===== src/rtl/fibonacci_stream.sv =====
// Fibonacci term generator with a valid/ready output stream.
// Seeds, limit and end-of-sequence behaviour (stop in DONE or wrap to seeds)
// are captured on start. One term per accepted transfer, with index and last flag.
module fibonacci_stream #(
    parameter int WIDTH = 14,
    parameter int IDX_W = 8
) (
    input  logic             clk,
    input  logic             reset,
    input  logic             start,
    input  logic             stop,
    input  logic             mode_wrap,
    input  logic [WIDTH-1:0] seed0,
    input  logic [WIDTH-1:0] seed1,
    input  logic [WIDTH-1:0] limit,
    output logic [WIDTH-1:0] f,
    output logic             f_valid,
    input  logic             f_ready,
    output logic [IDX_W-1:0] f_index,
    output logic             f_last,
    output logic             busy,
    output logic             done
);

    typedef enum logic [1:0] {
        IDLE,
        RUN,
        DONE
    } state_t;

    state_t           state_q;
    logic [WIDTH-1:0] fn_q;
    logic [WIDTH:0]   fn1_q;
    logic [IDX_W-1:0] idx_q;
    logic [WIDTH-1:0] lim_q;
    logic             wrap_q;
    logic [WIDTH-1:0] s0_q;
    logic [WIDTH-1:0] s1_q;

    logic [WIDTH:0]   sum_d;
    logic [IDX_W-1:0] idx_d;
    logic             beyond_d;

    // Next term, saturating index and end-of-sequence detection.
    // fn1 only advances while it is <= limit (< 2**WIDTH), so fn1+fn always fits
    // in WIDTH+1 bits and any carry keeps the value above every possible limit.
    always_comb begin
        sum_d    = fn1_q + {1'b0, fn_q};
        idx_d    = (&idx_q) ? idx_q : idx_q + 1'b1;
        beyond_d = (fn1_q > {1'b0, lim_q});
    end

    // Sequencer: load on start (highest priority), abort on stop, advance on transfer.
    always_ff @(posedge clk or negedge reset) begin
        if (!reset) begin
            state_q <= IDLE;
            fn_q    <= '0;
            fn1_q   <= '0;
            idx_q   <= '0;
            lim_q   <= '0;
            wrap_q  <= 1'b0;
            s0_q    <= '0;
            s1_q    <= '0;
        end else if (start) begin
            fn_q    <= seed0;
            fn1_q   <= {1'b0, seed1};
            idx_q   <= '0;
            lim_q   <= limit;
            wrap_q  <= mode_wrap;
            s0_q    <= seed0;
            s1_q    <= seed1;
            state_q <= (seed0 > limit) ? DONE : RUN;
        end else if (stop && state_q != IDLE) begin
            state_q <= IDLE;
            idx_q   <= '0;
        end else if (state_q == RUN && f_ready) begin
            if (!beyond_d) begin
                fn_q  <= fn1_q[WIDTH-1:0];
                fn1_q <= sum_d;
                idx_q <= idx_d;
            end else if (wrap_q) begin
                fn_q  <= s0_q;
                fn1_q <= {1'b0, s1_q};
                idx_q <= '0;
            end else begin
                state_q <= DONE;
            end
        end
    end

    // Output decode straight from the registered state and datapath.
    always_comb begin
        f       = (state_q == RUN) ? fn_q : '0;
        f_valid = (state_q == RUN);
        f_index = idx_q;
        f_last  = (state_q == RUN) && beyond_d;
        busy    = (state_q == RUN);
        done    = (state_q == DONE);
    end

endmodule


===== config.mk =====
export PLATFORM = sky130hd
export DESIGN_NAME = fibonacci_stream
export DESIGN_NICKNAME = d
export VERILOG_FILES = /design/src/rtl/fibonacci_stream.sv
export SDC_FILE = /design/constraint.sdc
export NUM_CORES = 1
export LEC_CHECK = 0
export CAP_MARGIN = 20
export CELL_PAD_IN_SITES_DETAIL_PLACEMENT = 0
export CELL_PAD_IN_SITES_GLOBAL_PLACEMENT = 1
export CORE_MARGIN = 2
export CORE_UTILIZATION = 47
export CTS_BUF_LIST = sky130_fd_sc_hd__clkbuf_2
export DETAILED_ROUTE_END_ITERATION = 12
export GPL_TIMING_DRIVEN = 0
export PLACE_DENSITY_LB_ADDON = 0.1
export SYNTH_ARGS = -nofsm -noshare
export SYNTH_HDL_FRONTEND = slang
export SYNTH_SLANG_ARGS = --single-unit

===== constraint.sdc =====
create_clock -name clk -period 5.5 [get_ports clk]
set_input_delay 0.55 -clock clk [delete_from_list [all_inputs] [get_ports clk]]
set_output_delay 0.55 -clock clk [all_outputs]
set_load 0.1 [all_outputs]

# Word-level counts from Yosys, hierarchy flattened
# Index checks and enable logic that the tools add are counted.
[word_totals]
regBits = 82
out_inout_bits = 26
[op_classes]
addsub = 2
n_lt_le_gt_ge = 2
n_eq_ne = 7
mux = 23
reduce_logical = 11
[ops]
columns = ["cell", "count"]
rows = [
  ["$mux W14", 6],
  ["$mux W15", 5],
  ["$mux W8", 6],
  ["$add A15 B14 Y15", 1],
  ["$gt A15 B14 Y1", 1],
  ["$gt A14 B14 Y1", 1],
  ["$mux W2", 6],
  ["$reduce_and A3 Y1", 3],
  ["$add A8 B1 Y8 const B", 1],
  ["$ne A4 B3 Y1 const B", 2],
  ["$reduce_and A8 Y1", 1],
  ["$reduce_bool A3 Y1", 2],
  ["$reduce_bool A2 Y1", 2],
  ["$logic_and A1 B1 Y1", 3],
  ["$ne A3 B2 Y1 const B", 1],
  ["$ne A3 B3 Y1 const B", 1],
  ["$eq A2 B1 Y1 const B", 1],
  ["$eq A2 B2 Y1 const B", 1],
  ["$ne A2 B2 Y1 const B", 1],
]

# Longest topological paths before layout
[depth]
depth_word = 6
mapped_depth = 11

# Least setup slack after synthesis
# No wires, ideal clock.
[synth_timing]
kind = "register to output"
start = "register fn1_q[13]"
end = "output port f_last"
t_arrival_ps = 3706
required_time_ps = 4950
setup_slack_ps = 1244
path_stages_with_launch = 8
n_path_buf = 2
cell_sequence = "dfrtp_1 -> ha_1 -> nand4b_1 -> nor3b_1 -> o31ai_4 -> buf_4 -> buf_2 -> nor3_1"
[synth_via]
elab_chain_cells = 2
[synth_rtl]
columns = ["item", "line_no", "rtl"]
rows = [
  ["from (decl)", "33", "logic [WIDTH:0] fn1_q;"],
  ["from (signal assigned)", "66", "fn1_q <= {1'b0, seed1};"],
  ["from (signal assigned)", "79", "fn1_q <= sum_d;"],
  ["from (signal assigned)", "83", "fn1_q <= {1'b0, s1_q};"],
  ["$gt A15 B14 Y1", "50", "beyond_d = (fn1_q > {1'b0, lim_q});"],
  ["$logic_and A1 B1 Y1", "96", "f_last = (state_q == RUN) && beyond_d;"],
  ["to (decl)", "20", "output logic f_last,"],
]
# Every way passes these cells.

# Final worst setup path
[layout_timing]
start = "register fn1_q[2]"
end = "output port f_last"
# The elaborated chain is that of the path after synthesis.

==> results.py <==
metrics = {
    "setup_path": {
        "critical_path_arrival_ns": 4.04,
        "crit_path_end_kind": "output pin",
        "crit_buf_inv": 3,
        "cp.required_ns": 4.95,
        "slowest_delay_ns": 0.97,
        "cp_cell_sequence": "ha_1 -> a21oi_1 -> a21oi_1 -> o31a_1 -> o31ai_4 -> buf_4 -> buf_2 -> nor3_1 -> clkdlybuf4s50_1",
        "critical_path_class": "reg -> out",
        "crit_family": "buffers and inverters",
        "critPathSlowestCell": "clkdlybuf4s50_1",
        "cp_max_fo": 10,
        "critical_path.startpoint_type": "register",
        "cp_common_cell": "a21oi_1",
    },
    "timing": {
        "post-route-min-period_ns": 4.59,
        "finalHoldViolCount": 0,
        "setup_violations": 0,
        "slew-limit-headroom_pct": 34.4,
        "skew_ns": 0.0289,
        "fin_setup_tns_ns": 0,
        "finalCritPeriodShare_pct": 83.4,
        "tightest_slew_ns": 0.981,
        "max_freq_mhz": 218,
        "rsz0062_at_grt": "false",
        "slew_violations": 0,
    },
    "cts": {
        "worstSkewPairLatency_ns": 0.54,
        "cts_tree": "yes",
        "cts_max_level": 3,
        "cts_root_buf": "clkbuf_2",
        "clk_pin_slew_worst_paths_ns": 0.23,
        "clockBufferDepth": 2,
        "clock-sinks": 82,
        "ctsResizeCount": 0,
        "numCtsBuffers": 9,
    },
    "final_layout": {
        "final.fill_count": 970,
        "final_common_cell": "dfrtp_1",
        "layout-drive-gt1-share_pct": 9.72,
        "multiInputGateArea_um2": 2780,
        "syn2layout_area_growth_pct": 21.6,
        "fin_area_um2": 6200,
        "diodes": 0,
        "final-seq-area_um2": 2050,
        "layout.nets": 705,
        "final_cell_mix": "dfrtp_1 (82), clkdlybuf4s50_1 (72), nand2_1 (45)",
    },
    "drt": {
        "viasPerCell": 5.72,
        "num_vias": 4328,
        "drc": 0,
        "wire_per_inst_um": 18.2,
        "dr.first_iter.drc_count": 236,
        "postRouteAntennaNets": 0,
        "drt-pass1-iter-count": 5,
        "wirelength_um": 13800,
    },
    "synth": {
        "synth-edff-count": 0,
        "synth_nets": 618,
        "ys_warn_count": 0,
        "synthCells": 526,
        "syn_area_um2": 5100,
        "synth_cell_types": 62,
        "syn_area_per_cell_um2": 9.69,
        "async_flop_share_pct": 100,
        "synth-seq-area-share_pct": 40.3,
        "ys.flop_type": "dfrtp_1",
        "ys_ff_latch": 82,
    },
    "global_route": {
        "grt_start_max_net_pins": 43,
        "grt.total_usage_pct": 25.1,
        "antenna_found_initial": 0,
        "grt_pass1_wl_um": 22300,
        "first_global_vias": 4246,
        "overflow": 0,
    },
    "floorplanning": {
        "die_height_um": 108,
        "io_pins": 74,
        "rows": 38,
        "start_util_pct": 47.6,
        "fp.dieW_um": 108,
        "dieArea_um2": 11700,
        "design.core.area_um2": 10700,
    },
    "place": {
        "io_buffer_count": 73,
        "placed_area_um2": 6030,
        "gp_congestion": 0.867,
        "dp_hpwl_um": 10700,
    },
    "pwr": {
        "ir_drop_mv": 0.197,
        "powerDensity_nw_per_um2": 444,
        "p_leak_nw": 2.82,
    },
    "worst_hold_path": {
        "holdCritPathClass": "in -> async",
    },
    "outcome": {
        "status": "complete, no violations",
    },
    "run": {
        "drv_cap": 0,
    },
}
cells in the mapped netlist (5+ instances only):
| cell | instances | share of area (%) |
|---|---|---|
| ha_1 | 43 | 11 |
| buf_4 | 5 | 0.74 |
| xnor2_1 | 8 | 1.4 |
| nand3_1 | 8 | 0.79 |
| a21oi_1 | 20 | 2.0 |
| mux2i_1 | 23 | 4.5 |
| clkbuf_1 | 12 | 0.88 |
| a211oi_1 | 7 | 1.0 |
| a21o_1 | 7 | 1.0 |
| nor2b_1 | 5 | 0.61 |
| nand2b_1 | 6 | 0.74 |
| nor3_1 | 5 | 0.49 |
| and3_1 | 5 | 0.61 |
| a22oi_1 | 20 | 2.9 |
| inv_1 | 39 | 2.9 |
| a31oi_1 | 11 | 1.4 |
| nor2_1 | 20 | 1.5 |
| and2_1 | 17 | 2.1 |
| nand2_1 | 45 | 3.3 |
| o21ai_0 | 35 | 3.4 |
| o21ai_1 | 19 | 1.9 |
| dfrtp_1 | 82 | 40 |
| mux2_2 | 26 | 5.7 |
per-layer routing:
| metal | global-route usage [%] | vias to the layer above | wire length [um] |
|---|---|---|---|
| met1 | 35.0 | 2099 | 6230 |
| met2 | 40.4 | 136 | 6510 |
| met5 | 0 | - | 0 |
| li1 | - | 2076 | - |
| met3 | 3.44 | 17 | 857 |
| met4 | 8.42 | 0 | 210 |
logic make-up (layout without fill, tap and decap cells):
logic type | Yosys count | count (layout) | share of synthesized area, %
flip-flops | 82 | 82 | 40.3
buffers and inverters | 63 | 154 | 5.20
AND/OR/NAND/NOR | 128 | 128 | 12.4
adder cells (fa/ha/maj) | 44 | 44 | 10.9
XOR/XNOR | 10 | 10 | 1.72
AO/OA/AOI/OAI | 149 | 149 | 19.0
multiplexers | 50 | 50 | 10.5
worst paths after layout:
check	from	cells after the start	slack, ns	endpoint
worst max-delay path	fn1_q[2]	9	0.91	f_last
max in group asynchronous	reset	3	4.36	s0_q[6]
worst max register to register	fn1_q[2]	10	2.53	fn_q[13]
worst min register to register	s1_q[12]	2	0.51	s1_q[12]
worst min-delay path	reset	2	0.50	f_index[4]
min in group clk	s1_q[12]	2	0.51	s1_q[12]
where the power goes:
group          switching [mW]  internal, mW  total [mW]
combinational           0.906         0.603        1.51
sequential              0.124         0.708       0.832
clock                   0.212         0.196       0.407
total                    1.24          1.51        2.75
metrics by stage:
stage	util (%)	instances	setup slack (ns)	hold WS [ns]	total power, mW
2_1_floorplan	-	526	1.24	0.254	1.94
3_3_place_gp	56.1	739	0.782	0.456	2.31
3_5_place_dp	56.4	741	1.55	0.459	2.34
4_1_cts	57.9	757	0.916	0.499	2.75
5_1_grt	57.9	757	0.702	0.513	2.95
6_report	57.9	757	0.913	0.499	2.75
registers in the layout, indices dropped and copies added (netlist names):
name / count
f_index: 8
lim_q: 14
state_q: 2
s0_q: 14
fn_q: 14
fn1_q: 15
wrap_q: 1
s1_q: 14
final cells by class:
type / instances / share of cell area (%)
plain buffers: 24 / 1.92
clock buffers: 10 / 0.808
clock inverters: 5 / 1.68
inverters: 39 / 2.36
multi-input cells: 381 / 44.9
flip-flops and latches: 82 / 33.1
well taps: 140 / 2.83
repair buffers: 76 / 12.4
timing repair:
action,4_1_cts,5_1_grt
hold buffers,1,0
setup endpoints to repair,0,0
buffers inserted,0,0
endpoints found under the hold margin,26,0
(Power assumes the default switching activity.)
==> patch 1: new RTL, same flow settings <==
Change the parameter `IDX_W` from 8 to 7.
--- a/src/rtl/fibonacci_stream.sv
+++ b/src/rtl/fibonacci_stream.sv
@@ -5,3 +5,3 @@
     parameter int WIDTH = 14,
-    parameter int IDX_W = 8
+    parameter int IDX_W = 7
 ) (
Interface: changed (resized f_index); port bits go from 74 to 73. The function was not compared with the original's and may differ.
==> patch 1 against the unedited design <==
Design area shrank 2.3%; final cell count grew 0.53%; sequential cell count is 1 lower; worst setup slack improved by 0.053 ns; worst hold slack worse by 0.13 ns; fmax increased by 1.2%; synthesized cell count rose by 1.7%; global-route usage increased by 0.47 points; first-iteration DRC count up 27%; register-to-register slack better by 0.25 ns; total power fell by 28%; wire length increased by 0.88%; area after synthesis is 1.8% lower; critical endpoint unchanged; largest cell class unchanged; largest power group unchanged; highest routed layer unchanged.
==> patch 1: results (changes against the unedited design) <==
ys_top_cells_by_area: "dfrtp_1 41%, ha_1 11%, nand2_1 4.5%"
total_leakage_power_nw: 2.80  # -0.90%
wl_met3_um: 718  # -16%
numPortBuffers: 72  # -1.4%
multiInputGateArea_um2: 2670  # -3.8%
drive_gt1_share_pct: 8.96  # -0.76 points
grt_pass1_wl_mm: 22.5  # +0.56%
grtUsageTotal_pct: 25.6  # +0.47 points
nonClkBufAreaFrac_pct: 14.5  # +0.18 points
grtUsageMet2_pct: 41.9  # +1.5 points
syn_nets: 627  # +1.5%
cp.arrival_ns: 3.98  # -0.06 ns
outcome: "completed"
first_iter_violations: 300  # +27%
synthTopCellsByCount: "81 x dfrtp_1, 60 x nand2_1, 47 x inv_1"
synth_compound_area_share_pct: 19.2  # +0.21 points
path_clk_slew_ns: 0.25  # +0.02 ns
place.gp.congestion: 0.856  # -1.2%
synth_mux_area_share_pct: 7.43  # -3.1 points
dp_hpwl_mm: 10.7  # -0.27%
drt-met1-wl_mm: 6.33  # +1.6%
yosysUniqueCellTypes: 55  # -11%
combPwrFrac_pct: 45.2  # -9.7 points
num_vias: 4304  # -0.55%
grt_max_degree: 61  # +42%
maxSlewHeadroom_pct: 34.3  # -0.091 points
num-multi-input-gates: 385  # +1.0%
vdd_drop_max_uv: 187  # -5.1%
nClkBuffers: 9  # -1
wl_met2_mm: 6.67  # +2.6%
num-nonclk-inverters: 48  # +23%
ys_seq_area_share_pct: 40.5  # +0.25 points
nNetsFinal: 712  # +0.99%
insertion_delay_ns: 0.58  # +0.04 ns
nFillCells: 929  # -4.2%
clock_area_share_pct: 2.03  # -0.46 points
finalClockSkew_ns: 0.0289  # +0.0000360 ns
synth-xor-area-share_pct: 1.40  # -0.32 points
clockPowerShare_pct: 17.5  # +2.7 points
-- patch 1: cell types whose count changed in the layout (fill, tap and decap cells not counted), sizes merged, moves of 4 or more --
cell / delta
a22oi: -9
a31oi: -7
inv: +11
mux2: -10
mux2i: -5
nand2: +15
nor2: +5
nor3: +4
o211ai: +12
o21ai: +6
-- patch 1: cell families (layout without fill, tap and decap cells) --
| logic type | after synthesis | after routing |
|---|---|---|
| mux | 35 | 35 |
| xor+xnor | 8 | 8 |
| compound gates | 150 | 150 |
| simple gates | 148 | 148 |
| flops | 81 | 81 |
| fa+ha+maj | 44 | 44 |
| buf+inv | 69 | 159 |
-- patch 1: stage by stage --
stage	cells	power, mW	area (um^2)	setup WS (ns)	utilization, %
detailed placement	744	1.63	5920	1.64	57.3
finish	761	1.97	6050	0.966	58.6
CTS	761	1.98	6050	0.959	58.6
floorplan	535	1.37	5000	2.39	-
global route	761	2.10	6050	0.746	58.6
global placement	743	1.61	5890	0.890	57.1
-- patch 1: worst paths after layout --
check / start / to / slack [ns] / cells after the start
max in group asynchronous: reset / lim_q[5]$_DFFE_PN0P_ / 4.49 / 3
setup / recovery: fn1_q[13]$_DFFE_PN0P_ / f_last / 0.97 / 8
hold / removal: reset / f_index[4]$_DFFE_PN0P_ / 0.37 / 2
min in group clk: seed1[10] / s1_q[10]$_DFFE_PN0P_ / 0.50 / 3
hold reg to reg: f_index[5]$_DFFE_PN0P_ / f_index[5]$_DFFE_PN0P_ / 0.50 / 1
setup reg to reg: state_q[0]$_DFFE_PN0P_ / fn1_q[4]$_DFFE_PN0P_ / 2.78 / 6
-- patch 1: repair_timing --
item | in CTS | in global routing
hold buffers | 1 | 0
endpoints found under the hold margin | 21 | 0
gates resized for setup | 0 | 0
==> patch 2: new RTL, config.mk and constraints unchanged <==
Made on the original files. The 3 states of `state_t` get a one-hot encoding in 3 bits.
--- a/src/rtl/fibonacci_stream.sv
+++ b/src/rtl/fibonacci_stream.sv
@@ -24,6 +24,6 @@
 
-    typedef enum logic [1:0] {
-        IDLE,
-        RUN,
-        DONE
+    typedef enum logic [2:0] {
+        IDLE = 3'b001,
+        RUN  = 3'b010,
+        DONE = 3'b100
     } state_t;
Formal check against the unedited RTL: same outputs for any inputs over 4 cycles, from zero or initial values and one cycle with reset low; so few cycles prove little.
==> patch 2 against the unedited design <==
Count of clock-buffer cells in the layout increased by 2; critical endpoint unchanged; wire length increased by 8.4%; area after synthesis increased by 2.8%; highest routed layer unchanged; design area increased by 0.67%; register-to-register slack got worse by 0.43 ns; worst setup slack got worse by 0.37 ns; sequential cell count increased by 1; fmax decreased by 7.5%.
Power is not compared: it rests on default switching activity, and its combinational part moved more than twofold at a synthesized area within 25%.
==> patch 2: results (changes against the unedited design) <==
outcome: "completed"
grt_max_degree: 45  # +4.7%
synth_compound_area_share_pct: 19.8  # +0.76 points
first_iter_violations: 273  # +16%
maxSlewHeadroom_pct: 28.8  # -5.6 points
wl_mm: 15.0  # +8.4%
nNetsFinal: 762  # +8.1%
reg2reg_to: "fn1_q[2]$_DFFE_PN0P_"
syn_nets: 677  # +9.5%
cp-startpoint: "fn1_q[4]$_DFFE_PN0P_"
worstHoldPathType: "in -> reg"
nFillCells: 1037  # +6.9%
use_met1_pct: 36.0  # +0.96 points
dp_slack_ns: 1.22  # -0.328 ns
insertion_delay_ns: 0.59  # +0.05 ns
ys_seq_area_share_pct: 39.6  # -0.61 points
clock_tree.buffer_depth: 2  # unchanged
yosysUniqueCellTypes: 60  # -3.2%
synth_mux_area_share_pct: 4.44  # -6.0 points
rr_startpoint: "fn1_q[13]$_DFFE_PN0P_"
p_sw_uw: 642
grtUsageMet2_pct: 41.7  # +1.3 points
dp_hpwl_mm: 11.2  # +4.8%
dp_cells: 798  # +7.7%
final.period_utilization_pct: 90.2  # +6.8 points
final_cells: 812  # +7.3%
via_per_inst: 5.68  # -0.70%
yosys_warnings: 0  # unchanged
hold-worst-slack_ns: 0.415  # -0.0844 ns
ys_top_cells_by_area: "dfrtp_1 39%, ha_1 10%, o21ai_0 7.0%"
place.gp.congestion: 0.856  # -1.3%
numPortBuffers: 72  # -1.4%
drive_gt1_share_pct: 5.80  # -3.9 points
cp.arrival_ns: 4.41  # +0.37 ns
synth_fa_ha_area_share_pct: 10.6  # -0.30 points
r2r.worst_path.cells: 8  # -2
grt_pass1_wl_mm: 23.9  # +7.0%
synth-xor-area-share_pct: 1.50  # -0.21 points
syn-instance-count: 585  # +11%
grtUsageTotal_pct: 26.8  # +1.6 points
grt_pass1_vias: 4639  # +9.3%
path_clk_slew_ns: 0.21  # -0.02 ns
finalClockSkew_ns: 0.0112  # -0.0176 ns
==> patch 2: final cells by class <==
class | count | area [um^2] | share of cell area (%)
Buffer | 25 | 141 | 2.27
Clock buffer | 12 | 60.1 | 0.963
Clock inverter | 1 | 3.75 | 0.0602
Inverter | 65 | 244 | 3.91
Multi-Input combinational cell | 412 | 2780 | 44.6
Sequential cell | 83 | 2080 | 33.3
Tap cell | 140 | 175 | 2.81
Timing Repair Buffer | 74 | 756 | 12.1
==> patch 2: power groups by stage <==
stage | clock (mW) | combinational, mW | sequential (mW)
final | 0.268 | 0.623 | 0.714
after global routing | 0.301 | 0.683 | 0.721
after CTS | 0.272 | 0.622 | 0.713
after detailed placement | 0 | 0.619 | 0.723
after global placement | 0 | 0.600 | 0.723
after floorplan | 0 | 0.439 | 0.705
==> patch 2: timing repair <==
action / 4_1_cts / 5_1_grt
hold endpoints to repair: 38 / 0
gates resized for setup: 0 / 0
hold buffers: 1 / 0
==> patch 2: worst reg2reg max path, cell delays in order, from the launching register on <==
cell	delay [ns]
dfrtp_1	0.49
ha_1	0.37
nand4b_4	0.15
or4_4	0.60
o311a_2	0.19
nor4_4	0.65
clkbuf_1	0.53
nor2_1	0.09
o31ai_1	0.25
==> patch 2: metal layers <==
layer | vias to the layer above | routed length, um | part of all wire (%)
met5 | - | 0 | 0
met4 | 0 | 558 | 3.7
met3 | 41 | 864 | 5.8
met2 | 162 | 6620 | 44
met1 | 2210 | 6930 | 46
li1 | 2197 | - | -
==> patch 2: cells by family (layout without fill, tap and decap cells) <==
kind of cell,Yosys count,count (layout)
and+or+nand+nor,173,173
AOI/OAI and AO/OA,163,163
buffers and inverters,90,177
DFF,83,83
adders and majority gates,44,44
muxes,23,23
xor gates and xnor gates,9,9
